**src/rtl/instruction_cache.sv**
```systemverilog
// Direct-mapped read-only I-cache with 4-word lines: hits are combinational (0 cycles); a miss stalls the core
// and refills one word per mem_ready beat. Refill waits on mem_ready, and cpu_stall holds the core until the line is installed.
module instruction_cache #(
  parameter int LINES = 16
) (
  input  logic        clk,
  input  logic        reset,
  input  logic [31:0] cpu_addr,
  output logic [31:0] cpu_rdata,
  output logic        cpu_stall,
  input  logic        flush,
  output logic        mem_req,
  output logic [31:0] mem_addr,
  input  logic        mem_ready,
  input  logic [31:0] mem_rdata
);

  localparam int IDX  = $clog2(LINES);
  localparam int TAGW = 28 - IDX;

  typedef enum logic {IDLE, REFILL} state_t;

  state_t            state_q, state_d;
  logic [LINES-1:0]  valid_q, valid_d;
  logic [TAGW-1:0]   tag_q  [LINES];
  logic [TAGW-1:0]   tag_d  [LINES];
  logic [31:0]       data_q [LINES*4];
  logic [31:0]       data_d [LINES*4];
  logic [27:0]       miss_line_q, miss_line_d;
  logic [1:0]        beat_q, beat_d;
  logic              flush_pending_q, flush_pending_d;

  logic [IDX-1:0]    cpu_index;
  logic [TAGW-1:0]   cpu_tag;
  logic [1:0]        cpu_word;
  logic [IDX-1:0]    miss_index;
  logic              hit;
  logic              unused_addr_bits;

  assign cpu_index        = cpu_addr[3+IDX:4];
  assign cpu_tag          = cpu_addr[31:4+IDX];
  assign cpu_word         = cpu_addr[3:2];
  assign miss_index       = miss_line_q[IDX-1:0];
  assign hit              = valid_q[cpu_index] && (tag_q[cpu_index] == cpu_tag);
  assign unused_addr_bits = ^cpu_addr[1:0];

  always_comb begin
    state_d         = state_q;
    valid_d         = valid_q;
    tag_d           = tag_q;
    data_d          = data_q;
    miss_line_d     = miss_line_q;
    beat_d          = beat_q;
    flush_pending_d = flush_pending_q;
    cpu_stall       = 1'b0;
    cpu_rdata       = 32'd0;
    mem_req         = 1'b0;
    mem_addr        = 32'd0;

    // Reset forces all outputs low and blocks array writes; state is cleared in the flop block.
    if (!reset) begin
      case (state_q)
        IDLE: begin
          if (flush) begin
            cpu_stall = 1'b1;
            valid_d   = '0;
          end else if (hit) begin
            cpu_rdata = data_q[{cpu_index, cpu_word}];
          end else begin
            cpu_stall           = 1'b1;
            miss_line_d         = cpu_addr[31:4];
            valid_d[cpu_index]  = 1'b0;
            beat_d              = 2'd0;
            state_d             = REFILL;
          end
        end
        REFILL: begin
          cpu_stall = 1'b1;
          mem_req   = 1'b1;
          mem_addr  = {miss_line_q, beat_q, 2'b00};
          if (flush) begin
            flush_pending_d = 1'b1;
          end
          if (mem_ready) begin
            data_d[{miss_index, beat_q}] = mem_rdata;
            beat_d                       = beat_q + 2'd1;
            if (beat_q == 2'd3) begin
              tag_d[miss_index] = miss_line_q[27:IDX];
              // A flush seen at any point of the refill, including this last beat, wins over the install.
              if (flush_pending_q || flush) begin
                valid_d = '0;
              end else begin
                valid_d[miss_index] = 1'b1;
              end
              flush_pending_d = 1'b0;
              state_d         = IDLE;
            end
          end
        end
        default: state_d = IDLE;
      endcase
    end
  end

  always_ff @(posedge clk) begin
    if (reset) begin
      state_q         <= IDLE;
      valid_q         <= '0;
      miss_line_q     <= 28'd0;
      beat_q          <= 2'd0;
      flush_pending_q <= 1'b0;
    end else begin
      state_q         <= state_d;
      valid_q         <= valid_d;
      miss_line_q     <= miss_line_d;
      beat_q          <= beat_d;
      flush_pending_q <= flush_pending_d;
    end
  end

  always_ff @(posedge clk) begin
    tag_q  <= tag_d;
    data_q <= data_d;
  end

endmodule
```
**config.mk**
```make
export PLATFORM = sky130hd
export DESIGN_NAME = instruction_cache
export DESIGN_NICKNAME = d
export VERILOG_FILES = /design/src/rtl/instruction_cache.sv
export SDC_FILE = /design/constraint.sdc
export NUM_CORES = 2
export LEC_CHECK = 0
export ABC_AREA = 0
export CAP_MARGIN = 10
export CORE_MARGIN = 8
export CORE_UTILIZATION = 55
export DETAILED_ROUTE_END_ITERATION = 12
export GPL_TIMING_DRIVEN = 0
export PLACE_DENSITY_LB_ADDON = 0.12
export SLEW_MARGIN = 20
export SYNTH_ARGS = -nofsm -noshare
export SYNTH_HDL_FRONTEND = slang
export SYNTH_SLANG_ARGS = --single-unit
```
**constraint.sdc**
```tcl
create_clock -name clk -period 10.2 [get_ports clk]
set_input_delay 1.53 -clock clk [delete_from_list [all_inputs] [get_ports clk]]
set_output_delay 1.53 -clock clk [all_outputs]
set_load 0.01 [all_outputs]
```
# After elaboration in Yosys (flattened, before gate mapping)

Index checks and enable logic that the tools add are counted.

Word-level logic and storage cells: 172
Flip-flop bits (word level): 2480

Equality and inequality tests: 7
Reductions and logical operators: 11
Multiplexer cells: 47
Magnitude comparators: 10
Add/subtract/negate cells: 1
Bitwise gates (word level): 11

Operators by type and width:

| cell                 | count |
|---|---|
| $bwmux W2048         | 1 |
| $bwmux W384          | 1 |
| $mux W32             | 9 |
| $bmux W32 S6         | 1 |
| $demux W32 S6        | 1 |
| $bmux W24 S4         | 1 |
| $demux W24 S4        | 1 |
| $mux W16             | 5 |
| $mux W24             | 3 |
| $pmux W16 S2         | 1 |
| $eq A24 B24 Y1       | 1 |
| $and A16 B16 Y16     | 1 |
| $not A16 Y16         | 1 |
| $or A16 B16 Y16      | 1 |
| $ge A7 B7 Y1 const B | 2 |
| $mux W1              | 14 |
| $not A6 Y7           | 2 |
| $reduce_and A3 Y1    | 4 |
| $ge A5 B5 Y1 const B | 2 |
| $lt A4 B5 Y1 const B | 2 |
| $not A4 Y5           | 2 |
| $demux W1 S4         | 2 |
| $ge A4 B1 Y1 const B | 2 |
| $lt A7 B1 Y1 const B | 1 |
| 14 further kinds     | 26 |

# Depth between registers and ports, before layout

Word-level depth: 10
Depth in mapped cells: 16
Mapped depth without buffers: 9

# Least setup slack after synthesis

Ideal clock, no wire load.

Path type: input to output
Start point: input port cpu_addr[4]
End point: output port cpu_rdata[20]
Slack: 4.360 ns
Path buffers: 4
Stages: 13
Data arrival time: 4.310 ns
Path through: buf_2 buf_2 mux4_2 nand2_1 o31ai_1 a221o_1 a211o_1 nor3_2 nand4_1 or2_1 buf_6 buf_4 a211oi_2

Cells in the longest elaborated chain, start to end: 10
Elaborated cells on any way between the ends: 16
Classes of those cells: eq/ne (1); mux (12); bitwise (2); reduce/logical (1)

RTL lines:

| what                                        | line | text |
|---|---|---|
| start: declaration                          | 8    | `input logic [31:0] cpu_addr,` |
| $not A4 Y5 (not written as such)            | 44   | `assign hit = valid_q[cpu_index] && (tag_q[cpu_index] == cpu_tag);` |
| $bmux W24 S4                                | 44   |  |
| $mux W24 (not written as such) (2 in a row) | 44   |  |
| $eq A24 B24 Y1                              | 44   |  |
| $logic_and A1 B1 Y1                         | 44   |  |
| $mux W32 (*)                                | 67   | `end else if (hit) begin` |
| $mux W32 (*)                                | 64   | `if (flush) begin` |
| $mux W32 (*)                                | 62   | `case (state_q)` |
| $mux W32 (*)                                | 61   | `if (!reset) begin` |
| end: declaration                            | 9    | `output logic [31:0] cpu_rdata,` |

Mark *: on every way between the ends. The rest lies on a longest branch, timed or not. The select of a mux whose other input is x is not followed.

# Final worst setup path

Start point: input port cpu_addr[4]
End point: output port cpu_rdata[21]

The elaborated chain is that of the path after synthesis.

==> reports/qor.yml <==
status:
  result_of_the_run: "finished clean"
placed_design:
  dp_worst_setup_slack_ps: 1100
  place.gp.congestion: 0.875
  placement.cell_area_um2: 105000
  numPortBuffers: 123
  hpwl_mm: 220
global_routing:
  grt_util_all_layers_pct: 34.5
  first_global_vias: 50100
  grt_start_max_net_pins: 65
  globalRouteOverflowTotal: 0
  grt_first_pass_wirelength_mm: 434
  grt_antenna_before_repair: 25
cts:
  cts.path.max_buffers: 3
  cts_bufs_inserted: 237
  post_cts_buffers: 0
  cts_root_buffer: "clkbuf_16"
  cts.clk_slew.worst_paths_ps: 60
  cts.sinks: 2480
  cts_tree: "done"
  insertion_delay_to_the_later_sink_of_the_worst_skew_pair_ps: 900
  cts.htree.levels: 4
  post_cts_hold_buffer_count: 0
  cts_resized: 0
floorplanning:
  io-pin-count: 134
  fp.dieArea_um2: 186000
  die_w_um: 432
  placementRows: 152
  design.core.area_um2: 172000
  floorplan.initialDensity_pct: 55.4
  die_y_um: 432
finish:
  area_delta_synth_final_pct: 18.7
  post-route-cell-area_um2: 113000
  final_nets: 4934
  drive_above_1_share_pct: 29.8
  n_fill_cell: 10900
setup_path:
  worst-setup-path-type: "input pin to primary output"
  arrival_ps: 8010
  worstSetupEndpointType: "primary output"
  cp_max_fo: 10
  worst_r2r_startpoint: "state_q$_SDFF_PP0_"
  r2r_setup_slack_ps: 5970
  timing.reg2reg.worst_path_depth: 8
  worst_ep_required_time_ps: 8670
  r2r-end: "data_q[355]$_DFFE_PP_"
  cp-start-kind: "input pin"
min_path:
  hold_path_startpoint: "flush_pending_q$_SDFFE_PP0P_"
  worstHoldEndpoint: "flush_pending_q$_SDFFE_PP0P_"
  whs_path_depth: 2
  hold_class: "flop to flop"
detailed_routing:
  drt-initial-drc-count: 10100
  drc: 0
  via_per_inst: 7.13
  wl_per_cell_um: 43.9
  drt-total-wl_mm: 325
  dr_pass1_iterations: 8
  detail-route-antenna-nets: 0
  dr_total_vias: 52700
yosys:
  yosysSeqAreaShare_pct: 77.8
  synth_top_area_cell: "edfxtp_1"
  ys.flop_type: "edfxtp_1"
  yosysWarningCount: 0
  synth_most_common_cell: "edfxtp_1"
  post_synth_inst_count: 4258
  postSynthRegisterBits: 2480
  post-synth-top-area-fraction_pct: 76.8
  synth_commonest_cells: "edfxtp_1, mux4_2, o22ai_1"
  postSynth.asyncResetShare_pct: 0
  synth_enable_flop_cells: 2432
  synth_area_per_cell_um2: 22.3
  post_synth_cell_types: 67
  mappedNetlistArea_um2: 95100
  yosys-top-cells-area: "edfxtp_1, mux4_2, mux2i_1, o22ai_1, dfxtp_1"
pwr:
  power.total_w: 0.0210
  pwr_cell_area_nw_per_um2: 186
  leakage_nw: 35.8
  ir_drop_mv: 0.216
sta:
  transition_time_at_the_pin_with_the_least_slew_margin_ps: 1280
  timing.setup.tns_ps: 0
  max_clock_freq_mhz: 105
  rsz0062_at_grt: "false"
  timing.final.max_slew_violations: 0
  finalHoldViolCount: 0
  layout_min_cycle_time_ps: 9540
  max-slew-margin-rel_pct: 14.7
  clock-skew-final_ps: 45.1
  finalWorstSetupSlack_ps: 663
  finalSetupViolCount: 0
  final_min_period_over_clock_period_pct: 93.5
job:
  max-cap-violations: 0
-- kinds of logic (layout without fill, tap and decap cells) --
group	count (synthesis)	in the layout	share of synthesized area, %
muxes	776	776	16.3
other	1	17	0.00394
DFF	2480	2480	77.8
buffers and inverters	248	1061	1.19
xor gates and xnor gates	26	26	0.239
adders and majority gates	1	1	0.0132
and+or+nand+nor	387	387	1.92
AOI/OAI and AO/OA	339	339	2.55
-- flip-flops by register name, indices dropped and copies added (netlist names) --
name and count:
data_q 2048, beat_q 2, miss_line_q 28, valid_q 16
state_q 1, flush_pending_q 1, tag_q 384
-- layout by cell type (no fill, tap or decap), drive strengths merged, types with 7 or more instances in the layout --
| master | Yosys | final |
|---|---|---|
| clkinvlp | 0 | 7 |
| diode | 0 | 15 |
| nor2 | 154 | 154 |
| mux2 | 28 | 28 |
| xnor2 | 18 | 18 |
| clkdlybuf4s50 | 0 | 91 |
| nor2b | 15 | 15 |
| mux2i | 134 | 134 |
| o21ai | 18 | 18 |
| a31oi | 7 | 7 |
| dfxtp | 48 | 48 |
| o211ai | 9 | 9 |
| clkinv | 1 | 108 |
| and2 | 34 | 34 |
| o22ai | 173 | 173 |
| xor2 | 8 | 8 |
| a22oi | 21 | 21 |
| clkbuf | 119 | 427 |
| a21oi | 26 | 26 |
| nor4 | 14 | 14 |
| mux4 | 614 | 614 |
| nand3 | 13 | 13 |
| nor3 | 36 | 36 |
| a221oi | 9 | 9 |
| bufinv | 0 | 20 |
| a211oi | 29 | 29 |
| nand2b | 9 | 9 |
| buf | 118 | 391 |
| inv | 10 | 17 |
| nand2 | 79 | 79 |
| edfxtp | 2432 | 2432 |
| a311oi | 16 | 16 |
-- per-layer routing --
layer / global-route usage (%) / vias up / part of all wire, %
li1: - / 19400 / -
met1: 45.8 / 27600 / 34
met2: 51.1 / 4655 / 45
met3: 11.2 / 1062 / 14
met4: 18.6 / 20 / 6.8
met5: 0 / - / 0.041
-- critical path, cell delays in order --
cell,delay [ps]
buf_2,330
buf_2,450
buf_2,490
buf_2,600
mux4_2,430
xnor2_1,560
nand2_1,140
nor4b_2,540
nand4_1,510
or2_1,420
buf_6,180
buf_4,290
a211oi_2,790
clkdlybuf4s50_1,690
-- worst max path at each step --
stage                start             to  cells past startpoint
2_1_floorplan  cpu_addr[4]  cpu_rdata[20]                     13
3_3_place_gp   cpu_addr[6]   cpu_rdata[2]                     11
3_5_place_dp   cpu_addr[4]  cpu_rdata[21]                     14
4_1_cts        cpu_addr[4]  cpu_rdata[21]                     14
5_1_grt        cpu_addr[4]  cpu_rdata[21]                     14
6_report       cpu_addr[4]  cpu_rdata[21]                     14
-- where the power goes --
group | leakage [nW] | internal [W] | switching (W)
registers | 22.4 | 0.0112 | 0.0000324
logic | 9.66 | 0.000385 | 0.000700
clock network | 3.71 | 0.00485 | 0.00386
total | 35.8 | 0.0164 | 0.00459
-- through the flow --
step | util, % | instances | hold slack [ps]
finish | 65.8 | 7397 | 527
global route | 65.7 | 7383 | 570
CTS | 65.7 | 7381 | 526
detailed placement | 61.3 | 6935 | 511
global placement | 57.8 | 6692 | 482
floorplan | - | 4259 | 459
-- cell type report --
cell class	count	area [µm²]	area share, %
multi-input cells	1531	20600	18.2
clock inverters	141	1290	1.14
flip-flops and latches	2480	74000	65.5
clock buffers	305	6290	5.57
diodes	15	37.5	0.0332
inverters	11	41.3	0.0366
repair buffers	367	6620	5.86
well taps	2310	2890	2.56
plain buffers	237	1160	1.03
Power figures use the tool's default switching activity.
